===== src/rtl/fwuart_pkg.sv =====
// Shared UART timing constants used by the clock generator, receiver and receive FIFO.
package fwuart_pkg;

  localparam int unsigned FWUART_TICKS_PER_BIT  = 16;
  localparam int unsigned FWUART_BITS_PER_CHAR  = 10;
  localparam int unsigned FWUART_TICKS_PER_CHAR = FWUART_TICKS_PER_BIT * FWUART_BITS_PER_CHAR;

endpackage


===== src/rtl/fwuart_rx_timeout.sv =====
// Receive idle timer: counts clock_x16 strobes while bytes sit untouched in the FIFO.
module fwuart_rx_timeout
  import fwuart_pkg::*;
#(
  parameter int unsigned TIMEOUT_CHARS = 4
) (
  input  logic clock,
  input  logic reset,
  input  logic clock_x16,
  input  logic activity,
  input  logic empty,
  output logic timeout
);

  localparam int unsigned LIMIT = TIMEOUT_CHARS * FWUART_TICKS_PER_CHAR;
  localparam int unsigned CW    = $clog2(LIMIT + 1);

  logic [CW-1:0] count_q;
  logic [CW-1:0] count_d;

  // Saturating counter, held at zero while there is traffic or nothing buffered
  always_comb begin
    count_d = count_q;
    if (activity || empty) begin
      count_d = '0;
    end else if (clock_x16 && (count_q != CW'(LIMIT))) begin
      count_d = count_q + CW'(1);
    end
  end

  always_ff @(posedge clock or negedge reset) begin
    if (!reset) begin
      count_q <= '0;
    end else begin
      count_q <= count_d;
    end
  end

  assign timeout = (count_q == CW'(LIMIT));

endmodule


===== src/rtl/fwuart_rx_fifo.sv =====
// Receive byte FIFO (first-word-fall-through) that never stalls the receiver; drops on overflow
// and raises irq on fill threshold, idle timeout or overrun.
module fwuart_rx_fifo
  import fwuart_pkg::*;
#(
  parameter int unsigned DEPTH         = 16,
  parameter int unsigned THRESHOLD     = 8,
  parameter int unsigned TIMEOUT_CHARS = 4
) (
  input  logic                       clock,
  input  logic                       reset,
  input  logic                       clock_x16,
  input  logic [7:0]                 t_data,
  input  logic                       t_valid,
  output logic                       t_ready,
  output logic [7:0]                 i_data,
  output logic                       i_valid,
  input  logic                       i_ready,
  output logic [$clog2(DEPTH):0]     level,
  output logic                       overrun,
  input  logic                       clr_overrun,
  output logic                       irq
);

  localparam int unsigned AW = $clog2(DEPTH);
  localparam int unsigned LW = AW + 1;

  logic [7:0]    mem [DEPTH];
  logic [AW-1:0] wr_ptr_q;
  logic [AW-1:0] rd_ptr_q;
  logic [LW-1:0] level_q;
  logic [LW-1:0] level_d;
  logic          overrun_q;
  logic          overrun_d;
  logic          irq_q;
  logic          irq_d;
  logic          push_req;
  logic          pop;
  logic          room;
  logic          push;
  logic          drop;
  logic          timeout;

  assign t_ready  = 1'b1;
  assign push_req = t_valid && t_ready;
  assign pop      = i_valid && i_ready;
  // A pop in the same cycle frees the slot the incoming byte needs
  assign room     = (level_q != LW'(DEPTH)) || pop;
  assign push     = push_req && room;
  assign drop     = push_req && !room;

  always_comb begin
    level_d   = level_q;
    overrun_d = overrun_q;
    irq_d     = (level_q >= LW'(THRESHOLD)) || timeout || overrun_q;
    case ({push, pop})
      2'b10:   level_d = level_q + LW'(1);
      2'b01:   level_d = level_q - LW'(1);
      default: level_d = level_q;
    endcase
    if (drop) begin
      overrun_d = 1'b1;
    end else if (clr_overrun) begin
      overrun_d = 1'b0;
    end
  end

  always_ff @(posedge clock or negedge reset) begin
    if (!reset) begin
      for (int unsigned i = 0; i < DEPTH; i++) begin
        mem[i] <= '0;
      end
    end else if (push) begin
      mem[wr_ptr_q] <= t_data;
    end
  end

  always_ff @(posedge clock or negedge reset) begin
    if (!reset) begin
      wr_ptr_q  <= '0;
      rd_ptr_q  <= '0;
      level_q   <= '0;
      overrun_q <= 1'b0;
      irq_q     <= 1'b0;
    end else begin
      if (push) wr_ptr_q <= wr_ptr_q + AW'(1);
      if (pop)  rd_ptr_q <= rd_ptr_q + AW'(1);
      level_q   <= level_d;
      overrun_q <= overrun_d;
      irq_q     <= irq_d;
    end
  end

  fwuart_rx_timeout #(
    .TIMEOUT_CHARS(TIMEOUT_CHARS)
  ) u_timeout (
    .clock    (clock),
    .reset    (reset),
    .clock_x16(clock_x16),
    .activity (push_req || pop),
    .empty    (level_q == '0),
    .timeout  (timeout)
  );

  assign i_data  = mem[rd_ptr_q];
  assign i_valid = (level_q != '0);
  assign level   = level_q;
  assign overrun = overrun_q;
  assign irq     = irq_q;

endmodule


===== config.mk =====
export PLATFORM = sky130hd
export DESIGN_NAME = fwuart_rx_fifo
export DESIGN_NICKNAME = d
export VERILOG_FILES = /design/src/rtl/fwuart_pkg.sv /design/src/rtl/fwuart_rx_timeout.sv /design/src/rtl/fwuart_rx_fifo.sv
export SDC_FILE = /design/constraint.sdc
export NUM_CORES = 1
export LEC_CHECK = 0
export ABC_CLOCK_PERIOD_IN_PS = 7070
export CELL_PAD_IN_SITES_DETAIL_PLACEMENT = 1
export CELL_PAD_IN_SITES_GLOBAL_PLACEMENT = 2
export CORE_MARGIN = 2
export CORE_UTILIZATION = 49
export DETAILED_ROUTE_END_ITERATION = 7
export PLACE_DENSITY = 0.89
export REMOVE_ABC_BUFFERS = 1
export SETUP_SLACK_MARGIN = 0.05
export SYNTH_ARGS = -nofsm -noshare
export SYNTH_HDL_FRONTEND = slang
export SYNTH_SLANG_ARGS = --single-unit

===== constraint.sdc =====
create_clock -name clock -period 7.07 [get_ports clock]
set_input_delay 0.707 -clock clock [delete_from_list [all_inputs] [get_ports clock]]
set_output_delay 0.707 -clock clock [all_outputs]
set_load 0.02 [all_outputs]

## Yosys cells after proc, flatten, opt, wreduce, memory -nomap -nowiden

Cells that the tools add are included.

| storage, ports and cells | value |
|---|---|
| register bits after elaboration | 153 |
| input bits | 14 |
| output and inout port bits | 17 |
| word-level logic and storage cells | 65 |

| operators by class | value |
|---|---|
| add/sub/neg operators | 5 |
| magnitude comparators | 4 |
| equal/unequal tests | 5 |
| muxes and demuxes | 11 |
| bitwise logic cells | 2 |
| reduce and logical (&&, ||, !) cells | 16 |

Operators by type and width:

| kind | count |
|---|---|
| $bwmux 128 | 1 |
| $bmux 8 s4 | 1 |
| $demux 8 s4 | 1 |
| $mux 8 | 3 |
| $mux 10 | 2 |
| $add 10x1->10 const B | 1 |
| $eq 10x10->1 const B | 1 |
| $ge 5x5->1 const B | 2 |
| $ne 10x10->1 const B | 1 |
| $not 4->5 | 2 |
| $pmux 5 s2 | 1 |
| $add 4x1->4 const B | 2 |
| $reduce_bool 2->1 | 3 |
| $add 5x1->5 const B | 1 |
| $ge 5x4->1 const B | 1 |
| $logic_and 1x1->1 | 5 |
| $logic_not 5->1 | 1 |
| $logic_or 1x1->1 | 5 |
| $lt 5x1->1 const B | 1 |
| $ne 5x5->1 const B | 1 |
| $reduce_bool 5->1 | 1 |
| $sub 5x1->5 const B | 1 |
| $eq 2x1->1 const B | 1 |
| $eq 2x2->1 const B | 1 |
| other kinds (2) | 3 |

## Longest topological paths before layout

Gate-level depths: netlist (run 1).

| depth | value |
|---|---|
| word-level depth | 6 |
| depth in mapped cells | 12 |
| mapped depth without buffers | 10 |

## Hierarchy

From an unflattened synthesis (run 1), not the netlist that was laid out.

| second synthesis, totals | value |
|---|---|
| cells, all modules | 512 |
| area total of the unflattened synthesis | 7342.0 sq um |

Modules (own cells, without submodules):

| module | instances | cells an instance | area each (sq um) | seq. area each (sq um) |
|---|---|---|---|---|
| fwuart_rx_fifo | 1 | 444 | 6716.4 | 3578.4 |
| fwuart_rx_timeout | 1 | 68 | 625.6 | 250.2 |

## Worst setup path after synthesis (run 1)

Ideal clock, no wire load.

| path | value |
|---|---|
| path type | input port to flip-flop |
| from | in i_ready |
| to | reg level_q[4] (netlist: level[4]) |
| library setup time | 0.080 ns |
| arrival time | 2.912 ns |
| required time | 6.990 ns |
| slack | 4.078 ns |
| stages | 11 |
| path buffers | 1 |
| cell sequence | nor3b_2 -> a21boi_1 -> inv_1 -> ha_1 -> clkbuf_1 -> xor2_1 -> ha_1 -> a21boi_0 -> o32ai_1 -> nor4b_1 -> xnor2_1 |

| on the way | value |
|---|---|
| longest elaborated chain between the ends | 5 |
| elaborated cells on any way between the ends | 7 |
| those cells by class | 2 x eq/ne; 1 x mux; 4 x reduce/logical |

Ends and longest elaborated chain:

| item | RTL line | source |
|---|---|---|
| start, declared | fwuart_rx_fifo.sv:18 | `input logic i_ready,` |
| $logic_and 1x1->1 * | fwuart_rx_fifo.sv:46 | `assign pop = i_valid && i_ready;` |
| $logic_or 1x1->1 | fwuart_rx_fifo.sv:48 | `assign room = (level_q != LW'(DEPTH)) \|\| pop;` |
| $logic_and 1x1->1 | fwuart_rx_fifo.sv:49 | `assign push = push_req && room;` |
| $eq 2x1->1 / $eq 2x2->1 (equally long branches) | fwuart_rx_fifo.sv:56 | `case ({push, pop})` |
| $pmux 5 s2 / $reduce_bool 2->1 (equally long branches) | - |  |
| end signal, assigned | fwuart_rx_fifo.sv:88 | `level_q <= level_d;` |
| end, declared | fwuart_rx_fifo.sv:31 | `logic [LW-1:0] level_q;` |

Every way passes the cells marked *; elsewhere a longest branch is shown, timed or not.
A chain may end at the register's enable or synchronous reset.

## Worst setup path after layout (run 1)

| path | value |
|---|---|
| from | reg rd_ptr_q[0] |
| to | out i_data[0] |

| on the way | value |
|---|---|
| longest elaborated chain between the ends | 4 |

Ends and longest elaborated chain:

| item | RTL line | source |
|---|---|---|
| start, declared | fwuart_rx_fifo.sv:30 | `logic [AW-1:0] rd_ptr_q;` |
| start signal, assigned | fwuart_rx_fifo.sv:87 | `if (pop) rd_ptr_q <= rd_ptr_q + AW'(1);` |
| $not 4->5 (implied by the code) | fwuart_rx_fifo.sv:105 | `assign i_data = mem[rd_ptr_q];` |
| $bmux 8 s4 | fwuart_rx_fifo.sv:105 |  |
| $mux 8 (implied by the code) (2 in series) | fwuart_rx_fifo.sv:105 |  |
| end, declared | fwuart_rx_fifo.sv:16 | `output logic [7:0] i_data,` |

No other way between the ends. The select of a mux whose other input is x is not followed.

==> summary.txt, run 1 <==
Setup path
  – Arr. time, crit path: 3.28 ns
  – Crit Path Max Fanout: 19
  – Setup crit end kind: output port
  – Crit path top cell by count: mux4_2
  – Slowest CP cell: dfrtp_2
  – Worst R2R Path Depth: 9
  – Critical path buffers and inverters: 2
  – CP Launch Type: register
  – Crit path cell chain: buf_4 > mux4_2 > mux4_2 > clkdlybuf4s50_1
  – Levels on crit path: 4
  – Crit Path Category: reg -> out
  – R2R setup slack: 3.85 ns
  – CP peak stage delay: 0.77 ns
  – FF-to-FF End: level[4]$_DFFE_PN0P_
  – Delay-heaviest family, CP: multiplexers
  – RR Startpoint: level[1]$_DFFE_PN0P_
  – Req. time, crit path: 6.36 ns

Place
  – Place WS: 3.33 ns
  – GPL Wtd Cong: 0.771
  – Placed cell count: 673
  – Port Buffers: 29
  – Placed cell areas: 7900 µm²
  – Detail Placement HPWL: 10.4 mm

Floorplanning
  – Core ar.: 15100 µm²
  – Die width: 128 µm
  – Effective utilization at floorplan: 49.8%
  – Rows: 45
  – # IOs: 31
  – Die span in y: 128 µm
  – Die ar.: 16400 µm²

Routing
  – Routed vias/inst: 5.89
  – Post-route DRC: 0
  – DRT antenna net count: 0
  – Pre-antenna DRT Iters: 4
  – Vias: 4155
  – WL/cell: 24.4 µm
  – DRT iter0 DRCs: 264
  – Detailed-route wire length: 17.2 mm

STA
  – Hold slack: 0.324 ns
  – Final min period: 3.99 ns
  – RSZ-0062 raised after global routing: no
  – Max Clock Freq: 251 MHz
  – Max-slew violation count: 0
  – Worst Skew: 0.00590 ns
  – Worst Tran Pin Value: 0.971 ns
  – Tcrit/Tclk final: 56.4%
  – Hold Vio Cnt, Final: 0
  – Fin worst setup slack: 3.08 ns
  – Max_slew headroom: 35.3%
  – Final setup viols: 0
  – Final setup TNS: 0 ns

Power and ir drop
  – Design Power: 4.16 mW
  – Worst IR drop on VDD: 250 µV
  – PwrDens: 488 nW/µm²
  – P_leak: 3.69 nW

CTS
  – CTS Sinks: 153
  – Clk slew on worst S/H paths: 0.06 ns
  – Number of CTS-inserted buffers: 17
  – CTS tree: done
  – Post-cts resize count: 0
  – Post-CTS Setup Repair Bufs: 0
  – Clock H-tree levels: 4
  – Worst-Skew Late Latency: 0.42 ns
  – Root Buffer: clkbuf_16
  – Hold bufs inserted after CTS: 0
  – Maximum buffer depth of the clock tree: 2

GRT
  – First-pass GRT wire length: 27.4 mm
  – Number of global-route vias before repair: 4657
  – Largest net degree at the start of global routing: 83
  – Tot GR Track Use: 23.0%
  – Initial antenna violation count: 0
  – Congestion Overflow GR: 0

Yosys
  – Synth warnings: 0
  – Synth Instances: 484
  – Synth cell types: 47
  – Area share of the largest cell type after synthesis: 50.7%
  – Area leader, netlist: dfrtp_1
  – Register area share after synthesis: 50.7%
  – Top post-synthesis cells by area: dfrtp_1 51%, mux2_4 13%, mux4_2 12%, mux2_2 9.4%, ha_1 1.8%
  – Synthesized flop and latch total: 153
  – Mapped Area: 7540 µm²
  – Syn_area_per_cell: 15.6 µm²

Job
  – Max-cap viol count: 0

Cells and area
  – Layout cells sized above 1: 41.6%
  – Post-route cell area: 8510 µm²
  – Ant diodes: 0
  – Core Util, Final: 56.2%
  – P&R area growth vs syn: 12.9%
  – Footprint of the multi-input gates: 3490 µm²
  – Final #Nets: 529
  – Register area: 3830 µm²
  – Fillers: 1423
  – Fin cells: 705

Run status
  – Outcome: finished clean

Worst hold path
  – Hold Path Class: in -> async
worst max path at each step:
stage                       startpoint                   end  slack, ns
3_5_place_dp                   i_ready  level[4]$_DFFE_PN0P_       3.33
4_1_cts        rd_ptr_q[0]$_DFFE_PN0P_             i_data[0]       3.00
2_1_floorplan  rd_ptr_q[0]$_DFFE_PN0P_             i_data[0]       3.74
5_1_grt        rd_ptr_q[0]$_DFFE_PN0P_             i_data[0]       2.88
3_3_place_gp                   i_ready  level[4]$_DFFE_PN0P_       3.48
6_report       rd_ptr_q[0]$_DFFE_PN0P_             i_data[0]       3.08
area by class of cell:
cell class,instances,area share (%)
clock buffer,23,5.50
clock inverter,9,1.70
inverter,8,0.353
multi-input combinational,292,41.0
sequential,153,45.0
tap,188,2.76
timing repair buffer,32,3.69
cell usage in the layout, fill, tap and decap left out, types with 9 or more instances in the layout:
cell type / instances
and2_1: 9
clkbuf_16: 17
clkdlybuf4s50_1: 28
dfrtp_1: 152
ha_1: 11
mux2_2: 63
mux2_4: 64
mux4_2: 40
nor2_1: 14
xor2_1: 12
flip-flops by register name, indices dropped and copies added, names as in the netlist:
register,cells
mem,128
level,5
u_timeout.count_q,10
irq,1
rd_ptr_q,4
overrun,1
wr_ptr_q,4
power by group:
part	internal [mW]	switching [mW]
logic	1.00	0.593
clock network	0.607	0.348
registers	1.27	0.344
synthesized netlist by cell type (all sizes together):
| cell | instances |
|---|---|
| o21ai | 5 |
| nand2 | 16 |
| mux2 | 130 |
| o31a | 1 |
| a21oi | 2 |
| xor2 | 12 |
| and4 | 1 |
| nor3b | 3 |
| or4b | 1 |
| nor2 | 14 |
| mux2i | 1 |
| a21o | 1 |
| nor2b | 1 |
| nand4 | 4 |
| a211oi | 4 |
| a311oi | 1 |
| o311ai | 3 |
| buf | 19 |
| xnor2 | 8 |
| mux4 | 40 |
| conb | 1 |
| and3 | 3 |
| nor4 | 1 |
| dfrtp | 153 |
| o32ai | 1 |
| or4 | 1 |
| nand3 | 5 |
| ha | 11 |
| nor3 | 2 |
| or3b | 1 |
| inv | 8 |
| and3b | 1 |
| and2 | 9 |
| nand2b | 3 |
| nor4b | 2 |
| a21boi | 3 |
| clkbuf | 12 |
logic make-up after synthesis:
| kind of cell | share of synthesized area [%] |
|---|---|
| fa+ha+maj | 1.82 |
| flops | 50.7 |
| other cells | 0.0497 |
| compound gates | 2.09 |
| buf+inv | 2.97 |
| xor+xnor | 2.32 |
| simple gates | 5.34 |
| mux | 34.7 |
routing by layer:
layer / wire, µm / vias to the layer above / part of all wire, % / global-route usage [%]
li1: - / 1819 / - / -
met1: 7610 / 2241 / 44 / 29.9
met2: 8740 / 70 / 51 / 38.6
met3: 474 / 25 / 2.8 / 4.72
met4: 366 / 0 / 2.1 / 8.08
met5: 0 / - / 0 / 0
No activity file was read; power rests on OpenSTA's default activity.
==> run 2: changes to the inputs <==
--- a/config.mk
+++ b/config.mk
@@ -5,13 +5,13 @@
 export SDC_FILE = /design/constraint.sdc
 export NUM_CORES = 1
 export LEC_CHECK = 0
-export ABC_CLOCK_PERIOD_IN_PS = 7070
+export ABC_CLOCK_PERIOD_IN_PS = 3200
 export CELL_PAD_IN_SITES_DETAIL_PLACEMENT = 1
 export CELL_PAD_IN_SITES_GLOBAL_PLACEMENT = 2
 export CORE_MARGIN = 2
-export CORE_UTILIZATION = 49
+export CORE_UTILIZATION = 41
 export DETAILED_ROUTE_END_ITERATION = 7
-export PLACE_DENSITY = 0.89
+export PLACE_DENSITY = 0.8
 export REMOVE_ABC_BUFFERS = 1
 export SETUP_SLACK_MARGIN = 0.05
 export SYNTH_ARGS = -nofsm -noshare
==> constraint.sdc (replaced) <==
create_clock -name clock -period 3.2 [get_ports clock]
set_input_delay 0.32 -clock clock [delete_from_list [all_inputs] [get_ports clock]]
set_output_delay 0.32 -clock clock [all_outputs]
set_load 0.02 [all_outputs]
==> run 2 against run 1 <==
  * Total power is 130% higher
  * Combinational power is 140% higher
  * Sequential power is 110% higher
  * Clock-buffer cell count is 4 lower
  * Sequential share of layout area is 1.5 points lower
  * Worst setup slack worse by 2.9 ns
  * Cell count is 8.9% higher
  * Core utilization is 7.3 points lower
  * Critical endpoint is now i_data[6]
  * Largest cell class unchanged
  * Largest power group is now combinational logic
  * Highest routed layer unchanged
==> summary.txt, run 2 (same netlist as run 1, synthesis figures left out) <==
Power and ir drop
  – Worst IR drop on VDD: 811 µV (+220%)
  – P_leak: 3.83 nW (+3.8%)
  – PwrDens: 1060 nW/µm² (+120%)

STA
  – Worst Skew: 0.0110 ns (+0.00505 ns)
  – Final setup TNS: 0 ns (unchanged)
  – Fin worst setup slack: 0.173 ns (-2.91 ns)
  – Final setup viols: 0 (unchanged)
  – Max-slew violation count: 0 (unchanged)
  – Final min period: 3.03 ns
  – Max Clock Freq: 330 MHz
  – Hold Vio Cnt, Final: 0 (unchanged)
  – Max_slew headroom: 46.0% (+11 points)
  – Worst Tran Pin Value: 0.811 ns (-0.160 ns)
  – RSZ-0062 raised after global routing: no
  – Tcrit/Tclk final: 94.6%

Cells and area
  – Layout cells sized above 1: 44.5% (+2.9 points)
  – P&R area growth vs syn: 16.9%
  – Final #Nets: 551 (+4.2%)
  – Ant diodes: 0 (unchanged)
  – Most common cell after layout, fill and taps aside: dfrtp_1
  – Fillers: 1752 (+23%)
  – Max FFs per register: 128 (unchanged)
  – Commonest non-fill, non-tap cells in the layout: 152 x dfrtp_1, 64 x mux2_4, 63 x mux2_2
  – Largest Register: mem

GRT
  – Number of global-route vias before repair: 4864 (+4.4%)
  – Largest net degree at the start of global routing: 86 (+3.6%)
  – First-pass GRT wire length: 28.8 mm (+4.8%)
  – Initial antenna violation count: 0 (unchanged)
  – Congestion Overflow GR: 0 (unchanged)
  – Tot GR Track Use: 19.8% (-3.2 points)

Floorplanning
  – Die width: 140 µm (+9.0%)
  – Effective utilization at floorplan: 41.9% (-8.0 points)
  – Die ar.: 19500 µm² (+19%)
  – # IOs: 31 (unchanged)
  – Rows: 49 (+8.9%)
  – Die span in y: 140 µm (+9.0%)
  – Core ar.: 18000 µm² (+19%)

Setup path
  – Req. time, crit path: 2.88 ns (-3.48 ns)
  – Crit Path Category: reg -> out
  – CP Launch Type: register
  – Arr. time, crit path: 2.71 ns (-0.57 ns)
  – Crit Path Max Fanout: 30 (+11)
  – Setup crit end kind: output port

Worst hold path
  – Hold Path Class: in -> reg

CTS
  – Maximum buffer depth of the clock tree: 2 (unchanged)
  – Worst-Skew Late Latency: 0.44 ns (+0.02 ns)
  – Number of CTS-inserted buffers: 17 (unchanged)
  – Clock H-tree levels: 4 (unchanged)
  – Clk slew on worst S/H paths: 0.06 ns (about the same)
  – CTS Sinks: 153 (unchanged)
  – Root Buffer: clkbuf_16
  – CTS tree: done

Routing
  – Routed vias/inst: 5.52 (-6.3%)
  – DRT antenna net count: 0 (unchanged)
  – WL/cell: 23.1 µm (-5.4%)
  – Detailed-route wire length: 17.7 mm (+3.1%)
  – DRT iter0 DRCs: 199 (-25%)
  – Vias: 4243 (+2.1%)
  – Pre-antenna DRT Iters: 4 (unchanged)
  – Post-route DRC: 0 (unchanged)

Place
  – Place WS: 0.216 ns (-3.11 ns)
  – Detail Placement HPWL: 11.2 mm (+7.0%)
  – GPL Wtd Cong: 0.755 (-2.0%)
  – Port Buffers: 29 (unchanged)

Job
  – Max-cap viol count: 0 (unchanged)

Run status
  – Outcome: finished clean
==> run 2: changes by cell type in the layout (fill, tap and decap cells not counted), sizes merged <==
cell | previous run | this run
clkbuf | 23 | 19
inv | 8 | 14
clkinvlp | 0 | 1
dlygate4sd3 | 0 | 1
buf | 4 | 25
clkinv | 5 | 3
bufinv | 4 | 3
==> run 2: worst paths after layout <==
check	start	to	slack (ns)	cells after the start
max	rd_ptr_q[1]$_DFFE_PN0P_	i_data[6]	0.17	4
min	clr_overrun	overrun$_DFFE_PN0P_	0.45	2
max reg2reg	level[1]$_DFFE_PN0P_	level[4]$_DFFE_PN0P_	0.33	10
min reg2reg	wr_ptr_q[3]$_DFFE_PN0P_	wr_ptr_q[3]$_DFFE_PN0P_	0.49	1
max in group asynchronous	reset	mem[25]$_DFFE_PN0P_	1.71	3
min in group asynchronous	reset	mem[123]$_DFFE_PN0P_	0.51	2
==> run 2: per-layer routing <==
metal	vias up	track usage, %	share of wire [%]
li1	1862	-	-
met1	2300	26.3	44
met2	65	32.7	51
met3	16	4.06	3.3
met4	0	6.42	1.6
met5	-	0	0
==> run 2: layout make-up <==
class / count / area (µm²) / area share, %
flip-flops and latches: 153 / 3830 / 43.4
multi-input cells: 292 / 3490 / 39.6
repair buffers: 54 / 544 / 6.17
clock buffers: 19 / 453 / 5.13
well taps: 229 / 287 / 3.25
clock inverters: 13 / 184 / 2.08
inverters: 8 / 30.0 / 0.340
==> run 2: critical path: stages (launching register included) <==
cell             delay [ns]
dfrtp_1                0.59
buf_12                 0.28
mux4_2                 0.34
mux4_2                 0.50
clkdlybuf4s50_1        0.57
==> run 2: what timing repair did <==
item | CTS | global route
hold buffers | 1 | 0
hold endpoints to repair | 74 | 0
resized for setup | 1 | 0
setup endpoints to repair | 6 | 0
setup buffers | 3 | 0
==> run 2: metrics by stage <==
stage          cells  total power [mW]  utilization [%]  hold WS, ns  area [µm²]
2_1_floorplan    453              5.92                -       0.0244        7350
3_3_place_gp     732              7.00             45.1        0.425        8130
3_5_place_dp     732              7.18             45.1        0.438        8130
4_1_cts          768              9.50             48.9        0.436        8820
5_1_grt          768              9.90             48.9        0.469        8820
6_report         768              9.39             48.9        0.452        8820
==> run 2: where the power goes <==
group	leakage [nW]	internal [mW]	switching, mW	total (mW)
Sequential	1.90	2.80	0.664	3.46
Combinational	1.62	2.35	1.40	3.76
Clock	0.311	1.30	0.870	2.17
